`src/rtl/aes_ctrl_pkg.sv`:
```
// rtl/aes_ctrl_pkg.sv - shared constants and FSM type for the AES-128 round sequencer
package aes_ctrl_pkg;

  localparam int AES_NR    = 10;
  localparam int AES_BLK_W = 128;
  localparam int AES_RND_W = $clog2(AES_NR + 1);

  typedef enum logic [1:0] {
    IDLE  = 2'd0,
    ROUND = 2'd1,
    DONE  = 2'd2
  } aes_fsm_e;

endpackage

```
`src/rtl/aes_round_ctrl_if.sv`:
```
// rtl/aes_round_ctrl_if.sv - block, key-schedule and round-function handshakes of the AES sequencer
interface aes_round_ctrl_if;
  import aes_ctrl_pkg::*;

  logic                 in_valid;
  logic                 in_ready;
  logic [AES_BLK_W-1:0] in_data;
  logic [AES_BLK_W-1:0] in_key;
  logic                 key_load;
  logic [AES_BLK_W-1:0] key_init;
  logic                 key_req;
  logic [AES_RND_W-1:0] key_round;
  logic                 key_ack;
  logic [AES_BLK_W-1:0] round_key;
  logic [AES_BLK_W-1:0] rf_in;
  logic                 rf_last;
  logic [AES_BLK_W-1:0] rf_out;
  logic                 out_valid;
  logic                 out_ready;
  logic [AES_BLK_W-1:0] out_data;

  modport master (
    input  in_valid, in_data, in_key, key_ack, round_key, rf_out, out_ready,
    output in_ready, key_load, key_init, key_req, key_round, rf_in, rf_last,
           out_valid, out_data
  );

  modport slave (
    output in_valid, in_data, in_key, key_ack, round_key, rf_out, out_ready,
    input  in_ready, key_load, key_init, key_req, key_round, rf_in, rf_last,
           out_valid, out_data
  );

endinterface

```
`src/rtl/ark_xor.sv`:
```
// rtl/ark_xor.sv - AddRoundKey: 128-bit state XOR round key
module ark_xor
  import aes_ctrl_pkg::*;
(
  input  logic [AES_BLK_W-1:0] blk,
  input  logic [AES_BLK_W-1:0] rkey,
  output logic [AES_BLK_W-1:0] res
);

  assign res = blk ^ rkey;

endmodule

```
`src/rtl/aes_round_ctrl.sv`:
```
// rtl/aes_round_ctrl.sv - AES-128 round sequencer top; defining AES_ABORT_EN adds the abort input
module aes_round_ctrl
  import aes_ctrl_pkg::*;
#(
  parameter int NR = AES_NR
)
(
  input  logic             clk,
  input  logic             rst_n,
`ifdef AES_ABORT_EN
  input  logic             abort,
`endif
  aes_round_ctrl_if.master bus
);

  localparam int CNT_W = $clog2(NR + 1);

  aes_fsm_e             fsm, fsm_nxt;
  logic [CNT_W-1:0]     round_cnt, round_cnt_nxt;
  logic [AES_BLK_W-1:0] state, state_nxt;
  logic [AES_BLK_W-1:0] ark_a, ark_b, ark_y;
  logic                 last_rnd;
  logic                 abort_req;

`ifdef AES_ABORT_EN
  assign abort_req = abort;
`else
  assign abort_req = 1'b0;
`endif

  assign last_rnd = (round_cnt == CNT_W'(NR));

  // Round 0 whitens the plaintext with the cipher key; later rounds add the fetched round key.
  assign ark_a = (fsm == IDLE) ? bus.in_data : bus.rf_out;
  assign ark_b = (fsm == IDLE) ? bus.in_key  : bus.round_key;

  ark_xor u_ark (
    .blk  (ark_a),
    .rkey (ark_b),
    .res  (ark_y)
  );

  assign bus.key_init = bus.in_key;
  assign bus.rf_in    = state;
  assign bus.out_data = state;

  always_ff @(posedge clk) begin
    if (!rst_n) begin
      fsm       <= IDLE;
      round_cnt <= '0;
      state     <= '0;
    end else begin
      fsm       <= fsm_nxt;
      round_cnt <= round_cnt_nxt;
      state     <= state_nxt;
    end
  end

  always_comb begin
    fsm_nxt       = fsm;
    round_cnt_nxt = round_cnt;
    state_nxt     = state;
    bus.in_ready  = 1'b0;
    bus.key_load  = 1'b0;
    bus.key_req   = 1'b0;
    bus.key_round = '0;
    bus.rf_last   = 1'b0;
    bus.out_valid = 1'b0;

    case (fsm)
      IDLE: begin
        bus.in_ready = 1'b1;
        if (bus.in_valid) begin
          bus.key_load  = 1'b1;
          state_nxt     = ark_y;
          round_cnt_nxt = CNT_W'(1);
          fsm_nxt       = ROUND;
        end
      end
      ROUND: begin
        bus.key_req   = 1'b1;
        bus.key_round = AES_RND_W'(round_cnt);
        bus.rf_last   = last_rnd;
        if (abort_req) begin
          state_nxt = '0;
          fsm_nxt   = IDLE;
        end else if (bus.key_ack) begin
          state_nxt = ark_y;
          if (last_rnd) begin
            fsm_nxt = DONE;
          end else begin
            round_cnt_nxt = round_cnt + CNT_W'(1);
          end
        end
      end
      DONE: begin
        bus.out_valid = 1'b1;
        if (abort_req) begin
          state_nxt = '0;
          fsm_nxt   = IDLE;
        end else if (bus.out_ready) begin
          fsm_nxt = IDLE;
        end
      end
      default: fsm_nxt = IDLE;
    endcase

    // Handshake outputs drop as soon as reset is asserted, not one edge later.
    if (!rst_n) begin
      bus.in_ready  = 1'b0;
      bus.key_load  = 1'b0;
      bus.key_req   = 1'b0;
      bus.key_round = '0;
      bus.rf_last   = 1'b0;
      bus.out_valid = 1'b0;
    end
  end

endmodule

```
`src/flat_wrapper.sv`:
```
// flat-port wrapper written by rule: the top's interface ports become plain ports
module aes_round_ctrl_flat import aes_ctrl_pkg::*;
#(
  parameter int NR = AES_NR
)
  (clk, rst_n, bus_in_valid, bus_in_data, bus_in_key, bus_key_ack, bus_round_key, bus_rf_out, bus_out_ready, bus_in_ready, bus_key_load, bus_key_init, bus_key_req, bus_key_round, bus_rf_in, bus_rf_last, bus_out_valid, bus_out_data);
  aes_round_ctrl_if bus_i ();
  input  logic clk;
  input  logic rst_n;
  input wire logic [$bits(bus_i.in_valid)-1:0] bus_in_valid;
  input wire logic [$bits(bus_i.in_data)-1:0] bus_in_data;
  input wire logic [$bits(bus_i.in_key)-1:0] bus_in_key;
  input wire logic [$bits(bus_i.key_ack)-1:0] bus_key_ack;
  input wire logic [$bits(bus_i.round_key)-1:0] bus_round_key;
  input wire logic [$bits(bus_i.rf_out)-1:0] bus_rf_out;
  input wire logic [$bits(bus_i.out_ready)-1:0] bus_out_ready;
  output wire logic [$bits(bus_i.in_ready)-1:0] bus_in_ready;
  output wire logic [$bits(bus_i.key_load)-1:0] bus_key_load;
  output wire logic [$bits(bus_i.key_init)-1:0] bus_key_init;
  output wire logic [$bits(bus_i.key_req)-1:0] bus_key_req;
  output wire logic [$bits(bus_i.key_round)-1:0] bus_key_round;
  output wire logic [$bits(bus_i.rf_in)-1:0] bus_rf_in;
  output wire logic [$bits(bus_i.rf_last)-1:0] bus_rf_last;
  output wire logic [$bits(bus_i.out_valid)-1:0] bus_out_valid;
  output wire logic [$bits(bus_i.out_data)-1:0] bus_out_data;
  assign bus_i.in_valid = bus_in_valid;
  assign bus_i.in_data = bus_in_data;
  assign bus_i.in_key = bus_in_key;
  assign bus_i.key_ack = bus_key_ack;
  assign bus_i.round_key = bus_round_key;
  assign bus_i.rf_out = bus_rf_out;
  assign bus_i.out_ready = bus_out_ready;
  assign bus_in_ready = bus_i.in_ready;
  assign bus_key_load = bus_i.key_load;
  assign bus_key_init = bus_i.key_init;
  assign bus_key_req = bus_i.key_req;
  assign bus_key_round = bus_i.key_round;
  assign bus_rf_in = bus_i.rf_in;
  assign bus_rf_last = bus_i.rf_last;
  assign bus_out_valid = bus_i.out_valid;
  assign bus_out_data = bus_i.out_data;
  aes_round_ctrl #(.NR(NR)) u_core (.clk(clk), .rst_n(rst_n), .bus(bus_i));
endmodule
```
`config.mk`:
```
export PLATFORM = sky130hd
export DESIGN_NAME = aes_round_ctrl_flat
export DESIGN_NICKNAME = d
export VERILOG_FILES = /design/src/rtl/aes_ctrl_pkg.sv /design/src/rtl/aes_round_ctrl_if.sv /design/src/rtl/ark_xor.sv /design/src/rtl/aes_round_ctrl.sv /design/src/flat_wrapper.sv
export SDC_FILE = /design/constraint.sdc
export NUM_CORES = 1
export LEC_CHECK = 0
export ABC_AREA = 1
export CORE_AREA = 2 2 353 355
export CTS_CLUSTER_DIAMETER = 100
export DETAILED_ROUTE_END_ITERATION = 8
export DIE_AREA = 0 0 355 357
export SETUP_SLACK_MARGIN = 0.02
export SYNTH_ARGS = -nofsm -noshare
export SYNTH_HDL_FRONTEND = slang
export SYNTH_SLANG_ARGS = --single-unit
```
`constraint.sdc`:
```
create_clock -name clk -period 1.3 [get_ports clk]
set_input_delay 0.26 -clock clk [delete_from_list [all_inputs] [get_ports clk]]
set_output_delay 0.26 -clock clk [all_outputs]
set_load 0.01 [all_outputs]
```
==> qor.yml <==
drt:
  vias: 13845
  drtIter0Drc: 757
  dr.pass1.iters: 5
  viasPerCell: 3.35
  wl_met1_microns: 39200
  met2_length_microns: 46800
  drc_errors: 0
  ant_nets: 0
  dr.max_layer_used: "met5"
  wl_microns: 96400
  post_drt_wl_per_cell_microns: 23.3
  wl_met3_microns: 8790
timing:
  setup_ws_ns: -0.435
  grt_setup_unrepaired: "true"
  hold_viol: 0
  whs_ns: 0.306
  drv_slew: 0
  fmax_mhz: 576
  finalSetupViolations: 207
  fin_crit_sh: 1.33
  final.setup_skew_ns: 0.00960
  finalSetupTns_ns: -48.36
  worstMarginPinSlew_ns: 0.905
  period_minus_slack_ns: 1.73
  max_slew_margin: 0.396
logic_synthesis:
  synth.distinct_cells: 22
  synthFlopType: "dfxtp_1"
  synth_area_sq_um: 10200
  syn_inst: 1425
  async_reset_ff_frac: 0
  syn_avg_cell_area_sq_um: 7.18
  ys_seq_area_frac: 0.262
  synth_edf_count: 0
  synth-warning-count: 0
  synth_nets: 1944
  ys_ff_latch: 134
worst_setup_path:
  worst_ep_arrival_time_ns: 1.47
  max_stage_delay_ns: 0.37
  crit_type: "register to output pin"
  crit_buf_inv: 4
  reg2reg_slack_ns: -0.41
  rr_worst_depth: 10
  cp.depth: 7
  r2r-end: "u_core.bus.out_data[124]"
  critPathMaxFanout: 4
  worstReg2RegStart: "u_core.fsm[0]"
  cp-start-kind: "register"
  crit_chain: "inv_4, nand2_4, nor2_4, inv_2, buf_6, nor2_4, buf_12"
  end_kind: "output pin"
  cp-endpoint: "bus_rf_last"
  worstSetupStartpoint: "u_core.fsm[1]"
  required_ns: 1.04
  cp_slowest_cell: "dfxtp_4"
  cpMostUsedCell: "nor2_4"
  critical-path-top-delay-family: "flip-flops"
clocking:
  cts_max_level: 4
  root_buffer: "clkbuf_16"
  worstSkewPairLatency_ns: 0.50
  clock-sinks: 134
  clockBufferDepth: 2
  cts_tree: "yes"
  holdBufCountCts: 0
  clk_pin_slew_ns: 0.07
  cts_buffers: 17
finish:
  diodes: 0
  stdcell_area_sq_um: 27200
  final_cells: 4135
  drive_gt1_frac: 0.517
  syn2layout_area_growth_pct: 166
  nets: 3004
placement:
  dpl.cell_count: 3952
  place_area_sq_um: 22300
  dpl.hpwl_microns: 77100
  numPortBuffers: 909
  pre_cts_ws_ns: -0.596
  gp_congestion: 0.823
global_route:
  grt_antenna_before_repair: 2
  overflow: 0
  grt_max_degree: 80
  grt_pass1_wl_microns: 122000
  grt_pass1_vias: 13969
  grt_usage: 0.143
pwr:
  powerDensity_nw_per_um2: 952
  p_leak_nw: 10.9
  ir_drop_mv: 0.620
floorplan:
  die_w_microns: 355
  core_sq_um: 123000
  rows: 129
  start_util: 0.0832
  die_area_sq_um: 127000
  fp.dieH_microns: 357
  io_pins: 910
run_status:
  failed_checks: "setup timing"
  status: "complete, but fails checks"
job:
  cap_violations: 0
worst_hold_path:
  worst_hold_path_type: "input port to register"
## registers in the layout, indices dropped and copies added (netlist names)
| register | cells |
|---|---|
| u_core.fsm | 2 |
| u_core.bus.out_data | 128 |
| u_core.round_cnt | 4 |
## layer usage
layer | vias up | track usage
li1 | 6437 | -
met1 | 6658 | 0.172
met2 | 689 | 0.242
met3 | 59 | 0.0505
met4 | 2 | 0.0314
met5 | - | 0
## synthesized netlist by cell type, types with 2 or more instances
library cell | n | area (sq um)
o21ai_0 | 31 | 155
o21ai_1 | 98 | 490
ha_1 | 2 | 25.0
clkbuf_1 | 29 | 109
nand4_1 | 3 | 18.8
inv_1 | 8 | 30.0
buf_1 | 3 | 11.3
nand3_1 | 7 | 35.0
dfxtp_1 | 134 | 2680
buf_4 | 268 | 2010
nand2_1 | 272 | 1020
a21oi_1 | 132 | 661
xnor2_1 | 256 | 2240
nor2_2 | 3 | 18.8
inv_2 | 4 | 15.0
nor2_1 | 145 | 544
buf_2 | 25 | 125
## through the flow
step                       util  total power, mW
after global placement    0.181             17.2
final                     0.221             25.9
after floorplan               -             9.23
after detailed placement  0.181             17.1
after global routing      0.221             27.1
after CTS                 0.214             25.4
## cells by family after synthesis
kind of cell | count (synthesis) | synth area share
and+or+nand+nor | 434 | 0.163
buffers and inverters | 338 | 0.226
AOI/OAI and AO/OA | 261 | 0.128
xor gates and xnor gates | 256 | 0.219
DFF | 134 | 0.262
adders and majority gates | 2 | 0.00245
## placed cells by master, fill, tap and decap left out, types with 29 or more instances in the layout
master / Yosys / routed
clkdlybuf4s50_1: 0 / 484
buf_6: 1 / 278
buf_4: 268 / 272
xnor2_1: 256 / 256
nand2_1: 272 / 164
nor2_1: 145 / 137
a21oi_2: 0 / 119
buf_12: 0 / 111
dfxtp_4: 0 / 85
nand2_4: 0 / 67
o21ai_1: 98 / 62
o21ai_2: 0 / 54
dfxtp_2: 0 / 46
dlygate4sd2_1: 0 / 42
clkbuf_2: 0 / 39
nand2_2: 1 / 37
buf_2: 25 / 33
buf_8: 0 / 29
## where the power goes
group | total [mW] | internal [mW] | switching [mW]
Combinational | 15.1 | 8.33 | 6.78
Clock | 5.09 | 2.76 | 2.33
Sequential | 5.67 | 4.82 | 0.848
## worst min path at each step
stage                                       start  slack, ns  cells past startpoint                      end
final                                       rst_n       0.31                      4            u_core.fsm[0]
after global routing                        rst_n       0.32                      4            u_core.fsm[0]
after CTS                                   rst_n       0.26                      4            u_core.fsm[0]
after detailed placement  u_core.bus.out_data[93]       0.53                      2  u_core.bus.out_data[93]
after global placement    u_core.bus.out_data[65]       0.53                      2  u_core.bus.out_data[65]
after floorplan                       bus_key_ack       0.42                      2            u_core.fsm[1]
## worst register-to-register path, stage by stage (launching register included)
cell and delay (ns):
dfxtp_4 0.38, buf_6 0.12, buf_6 0.11, o21ai_4 0.15, nor2_4 0.06, buf_8 0.14, buf_12 0.15, buf_12 0.16
buf_8 0.13, o21ai_2 0.13, nor2_1 0.07
## cell type report
type	count	area [sq um]
clock buffer	20	457
clock inverter	12	119
fill	13442	95800
inverter	12	57.6
multi-input combinational	953	6790
sequential	134	3060
tap	1637	2050
timing repair buffer	1367	14600
## what timing repair did
action                                   CTS  global route
endpoints found under the setup margin   525           406
pin swaps                                141           116
buffers inserted                          91            49
resized for setup                       1851           303
cloned                                    25             9
hold endpoints to repair                   0             0
Power figures use the tool's default switching activity.
==> patch 1, RTL diff (config.mk and constraints unchanged) <==
The package constant `AES_NR` goes from 10 to 12.
--- a/src/rtl/aes_ctrl_pkg.sv
+++ b/src/rtl/aes_ctrl_pkg.sv
@@ -1,7 +1,7 @@
 // rtl/aes_ctrl_pkg.sv - shared constants and FSM type for the AES-128 round sequencer
 package aes_ctrl_pkg;
 
-  localparam int AES_NR    = 10;
+  localparam int AES_NR    = 12;
   localparam int AES_BLK_W = 128;
   localparam int AES_RND_W = $clog2(AES_NR + 1);
 
Function: not settled (the Yosys comparison gave no result); the edit may change what the design does.
==> patch 1 against the original RTL <==
Routed wire length is 2.5% higher; maximum frequency is 4.4% lower; setup slack worse by 0.079 ns; synthesized cell count is 0.14% lower; the run still ends with negative setup slack left; power is 1.6% lower; final area is 4.9% lower; largest power group unchanged; final cell count is 2.5% lower; area after synthesis is 0.16% lower; sequential cell count stayed put.
==> patch 1: results (changes against the original RTL) <==
| Metric | Value |
|---|---|
| Cts bufs inserted | `17 (unchanged)` |
| Rel. slew slack | `53.1% (+13 points)` |
| Detail Placement HPWL | `76400 microns (-0.92%)` |
| Met1 GRT Util | `18.4% (+1.2 points)` |
| Worst Reg-to-Reg Cells | `13 (+3)` |
| R2r startpoint | `u_core.fsm[1]` |
| Synth Area in Compound Gates | `12.9% (+0.12 points)` |
| Crit path DAT | `2.22 ns (+0.75 ns)` |
| Share of layout cells above drive strength 1 | `40.8% (-11 points)` |
| Post-Synth Adder-Cell Area | `0.245% (+0.00039 points)` |
| Largest register FFs | `128 (unchanged)` |
| Mapped Nets | `1942 (-0.10%)` |
| Inst Count DP | `3907 (-1.1%)` |
| Worst-path maximum fanout | `6 (+2)` |
| Iteration-0 DRC Markers | `889 (+17%)` |
| Static Leak | `9.99 nW (-7.9%)` |
| Met3 Use GR | `5.02% (-0.036 points)` |
| Status | `finished with violations` |
| Wire per inst | `24.5 microns (+5.1%)` |
| CP top delay family | `buffers and inverters` |
| Hold Crit Start | `rst_n` |
| Commonest cells in the synthesized netlist | `nand2_1, buf_4, xnor2_1` |
| Initial antenna violation count | `4 (+2)` |
| Final Setup Violations | `381 (+84%)` |
| Post-Synthesis Cells | `1423 (-0.14%)` |
| Seq/Total Area, Yosys | `26.3% (+0.042 points)` |
| Layout fillers | `13.5k (+0.46%)` |
| CP max stage cell | `dfxtp_2` |
| Vias in the first global route | `13.5k (-3.1%)` |
| Largest net degree at the start of global routing | `67 (-16%)` |
| Main synth FF type | `dfxtp_1` |
| GPL Wtd Cong | `0.837 (+1.8%)` |
| Max incr delay on CP | `0.34 ns (-0.03 ns)` |
| Worst Slack Setup Final | `-0.514 ns (-0.0793 ns)` |
| Kind of critical path | `flop to flop` |
| Critical path capture point | `u_core.bus.out_data[66]` |
| DP Area | `21900 sq um (-1.3%)` |
| Gr usage total | `14.8% (+0.50 points)` |
| Global-route wire length before repair | `125000 microns (+2.2%)` |
| Final nets | `2900 (-3.5%)` |
| Fin Clk Skew | `0.0166 ns (+0.00699 ns)` |
| Non-filler instance count after layout | `4032 (-2.5%)` |
| Post-Synth XOR/XNOR Area | `21.9% (+0.035 points)` |
| Peak supply drop | `0.000730 V (+18%)` |
| Met2 Usage GRT | `24.5% (+0.34 points)` |
| Failing checks | `negative setup slack` |
| Synth top area cells | `dfxtp_1, xnor2_1, buf_4, nand2_1, a21oi_1` |
| Yosys cell types | `21 (-4.5%)` |
| Root buffer cell | `clkbuf_16` |
| Vias | `13.3k (-3.8%)` |
## patch 1: final cells by class
type | count | area (sq um) | area share (%)
Antenna cell | 1 | 2.50 | 0.00968
Clock buffer | 19 | 443 | 1.71
Clock inverter | 13 | 219 | 0.847
Inverter | 13 | 82.6 | 0.319
Multi-Input combinational cell | 950 | 6170 | 23.9
Sequential cell | 134 | 2890 | 11.2
Tap cell | 1637 | 2050 | 7.92
Timing Repair Buffer | 1262 | 13900 | 53.8
Timing Repair inverter | 3 | 80.1 | 0.310
## patch 1: cells by family after synthesis
family,count (synthesis)
AOI/OAI and AO/OA,263
xor gates and xnor gates,256
adders and majority gates,2
buffers and inverters,339
DFF,134
and+or+nand+nor,429
## patch 1: through the flow
step	power, W	setup slack, ns	setup TNS, ns	hold slack (ns)	util (%)
2_1_floorplan	0.00909	0.0138	0	0.423	-
3_3_place_gp	0.0168	-0.575	-98.75	0.528	17.8
3_5_place_dp	0.0168	-0.575	-99.99	0.549	17.8
4_1_cts	0.0256	-0.577	-113.25	0.186	20.6
5_1_grt	0.0267	-0.590	-124.54	0.251	21.0
6_report	0.0255	-0.514	-105.39	0.248	21.0
## patch 1: routing by layer
| metal | routed length, microns | up-vias |
|---|---|---|
| met5 | 0 | - |
| met4 | 1470 | 0 |
| met3 | 8710 | 58 |
| met2 | 47400 | 633 |
| met1 | 41200 | 6394 |
| li1 | - | 6227 |
## patch 1: power by group
part	internal, W	switching, W	total [W]
Clock	0.00348	0.00239	0.00587
Combinational	0.00762	0.00641	0.0140
Sequential	0.00476	0.000787	0.00555
## patch 1: what timing repair did
action	CTS	global route
buffers inserted	51	10
gates resized for setup	1299	131
pin swaps	28	40
cloned	37	5
endpoints found under the setup margin	524	491
==> patch 2, RTL diff (config.mk and constraints unchanged) <==
Without the edit above. Reset style: asynchronous (`rst_n`), changed in one clocked block.
--- a/src/rtl/aes_round_ctrl.sv
+++ b/src/rtl/aes_round_ctrl.sv
@@ -44,7 +44,7 @@
   assign bus.rf_in    = state;
   assign bus.out_data = state;
 
-  always_ff @(posedge clk) begin
+  always_ff @(posedge clk or negedge rst_n) begin
     if (!rst_n) begin
       fsm       <= IDLE;
       round_cnt <= '0;
Check against the original RTL: not equivalent (Yosys sat finds a counterexample within 4 cycles, from zero or initial values and one cycle with rst_n low; the reset may be asserted at any time).
==> patch 2 against the original RTL <==
The flow finishes with violations (negative hold slack, negative setup slack); setup slack got worse by 0.17 ns; sequential share of layout area increased by 1.9 points; final area decreased by 4.9%; routed wire length decreased by 3.3%; first-iteration DRC count increased by 15%; maximum frequency decreased by 9.1%; final cell count unchanged; die area unchanged; non-clock buffer count increased by 4; area after synthesis increased by 4.4%; clock skew decreased by 0.0028 ns; sequential cell count unchanged.
Power is not compared: it rests on default switching activity, and its combinational part moved more than twofold at a synthesized area within 25%.
==> patch 2: results (changes against the original RTL) <==
| Metric | Value |
|---|---|
| Status | `finished with violations` |
| Failing checks | `negative hold slack, negative setup slack` |
| Worst min path class | `input pin to asynchronous set/reset pin` |
| Port bufs | `909 (unchanged)` |
| Final WL | `93200 microns (-3.3%)` |
| Largest register FFs | `128 (unchanged)` |
| R2r startpoint | `u_core.fsm[0]` |
| Detail Placement HPWL | `74300 microns (-3.6%)` |
| Hold Worst Slack | `-0.146 ns (-0.452 ns)` |
| Fin Clk Skew | `0.00683 ns (-0.00277 ns)` |
| Total iterations of the first detailed-routing run | `5 (unchanged)` |
| Vias per inst | `3.22 (-3.8%)` |
| Final Setup Violations | `395 (+91%)` |
| Worst-path maximum fanout | `3 (-1)` |
| Post-synth ARST share | `100% (+100 points)` |
| Global-route wire length before repair | `114000 microns (-6.4%)` |
| H-tree levels | `4 (unchanged)` |
| Switching pwr | `0.0232 W` |
| Endpoints failing hold | `24 (+24)` |
| Top-area cell type share of the netlist area | `31.4% (+5.2 points)` |
| Worst Max-Slew Pin Slew | `0.702 ns (-0.203 ns)` |
| Cts bufs inserted | `17 (unchanged)` |
| Count leader, synth | `nand2_1` |
| Yosys cell types | `20 (-9.1%)` |
| Vias in the first global route | `13.2k (-5.3%)` |
| Main synth FF type | `dfrtp_1` |
| DP Area | `22500 sq um (+0.96%)` |
| Synth Area per Inst | `7.60 sq um (+5.8%)` |
| Static Leak | `12.3 nW` |
| Kind of critical path | `flop to output pin` |
| Peak supply drop | `0.000716 V` |
| Largest net degree at the start of global routing | `76 (-5.0%)` |
| Mapped Nets | `1925 (-0.98%)` |
| Share of layout cells above drive strength 1 | `35.4% (-16 points)` |
| Initial antenna violation count | `2 (unchanged)` |
| Inst Count DP | `3971 (+0.48%)` |
| Worst Slack Setup Final | `-0.608 ns (-0.173 ns)` |
| Iteration-0 DRC Markers | `871 (+15%)` |
| Root buffer cell | `clkbuf_16` |
| GPL Wtd Cong | `0.835 (+1.5%)` |
| Final nets | `3003 (-0.033%)` |
| Worst-case clock buffer depth | `2 (unchanged)` |
| Ys Warns | `0 (unchanged)` |
| Pre-CTS setup slack | `-0.592 ns (+0.00465 ns)` |
| Layout fillers | `13.6k (+1.5%)` |
| Clk_lat worst skew | `0.51 ns` |
| Synth top area cells | `dfrtp_1, xnor2_1, buf_4, nand2_1, nand3_1` |
| Reg clk slew, reported paths | `0.06 ns` |
| Seq/Total Area, Yosys | `31.4% (+5.2 points)` |
| Crit path DAT | `1.65 ns (+0.18 ns)` |
| Gr usage total | `13.4% (-0.84 points)` |
| Non-filler instance count after layout | `4135 (unchanged)` |
| Commonest cells in the synthesized netlist | `nand2_1, buf_4, xnor2_1` |
## patch 2: kinds of logic after synthesis
family          count (synthesis)  share of synthesized area [%]
compound gates                  4                          0.223
xor+xnor                      257                           21.1
fa+ha+maj                       2                          0.234
buf+inv                       324                           21.3
flops                         134                           31.4
simple gates                  685                           25.8
## patch 2: timing repair
| action | CTS | global route |
|---|---|---|
| setup buffers | 50 | 65 |
| endpoints found under the hold margin | 24 | 24 |
| gates resized for setup | 680 | 626 |
| pin swaps | 10 | 7 |
| setup endpoints to repair | 525 | 525 |
| gates cloned | 5 | 17 |
## patch 2: metrics by stage
| step | power, W | TNS (ns) | hold slack [ns] | utilization [%] |
|---|---|---|---|---|
| global placement | 0.0390 | -114.16 | 0.424 | 18.3 |
| detailed placement | 0.0390 | -115.81 | 0.428 | 18.3 |
| global route | 0.0555 | -112.63 | -0.124 | 21.0 |
| floorplan | 0.0199 | -0.881 | -0.0356 | - |
| CTS | 0.0468 | -157.53 | -0.150 | 19.2 |
| finish | 0.0522 | -89.17 | -0.146 | 21.0 |
## patch 2: worst paths after layout
check,endpoint,slack (ns),cells after the start
worst min register to register,u_core.bus.out_data[93],0.52,2
min in group clk,u_core.fsm[1],0.32,2
worst min-delay path,u_core.bus.out_data[30],-0.15,2
worst max register to register,u_core.bus.out_data[110],-0.56,10
worst max-delay path,bus_in_ready,-0.61,6
max in group asynchronous,u_core.bus.out_data[92],0.42,3
## patch 2: layer usage
metal / vias up / track usage [%] / wire (microns)
met4: 0 / 3.01 / 1690
met3: 59 / 5.71 / 9560
li1: 6266 / - / -
met5: - / 0 / 0
met2: 643 / 22.0 / 44900
met1: 6353 / 16.3 / 37000
## patch 2: power groups by stage
stage               clock network [W]  registers [W]  logic (W)
finish                        0.00539        0.00919     0.0376
global route                  0.00571        0.00942     0.0404
CTS                           0.00555        0.00892     0.0323
detailed placement                  0        0.00903     0.0299
global placement                    0        0.00902     0.0299
floorplan                           0        0.00887     0.0111
## patch 2: final cells by class
class / count / area, sq um / share of cell area [%]
multi-input combinational: 948 / 5450 / 21.1
clock buffer: 23 / 468 / 1.81
sequential: 134 / 3400 / 13.2
inverter: 12 / 52.6 / 0.203
antenna: 1 / 2.50 / 0.00968
tap: 1637 / 2050 / 7.93
timing repair buffer: 1371 / 14300 / 55.3
clock inverter: 9 / 125 / 0.484
## patch 2: critical path, stage by stage (launching register included)
cell and delay [ns]:
dfrtp_1 0.42, buf_6 0.14, nor2_4 0.16, inv_6 0.07
buf_16 0.13, nor2_4 0.09, buf_12 0.11
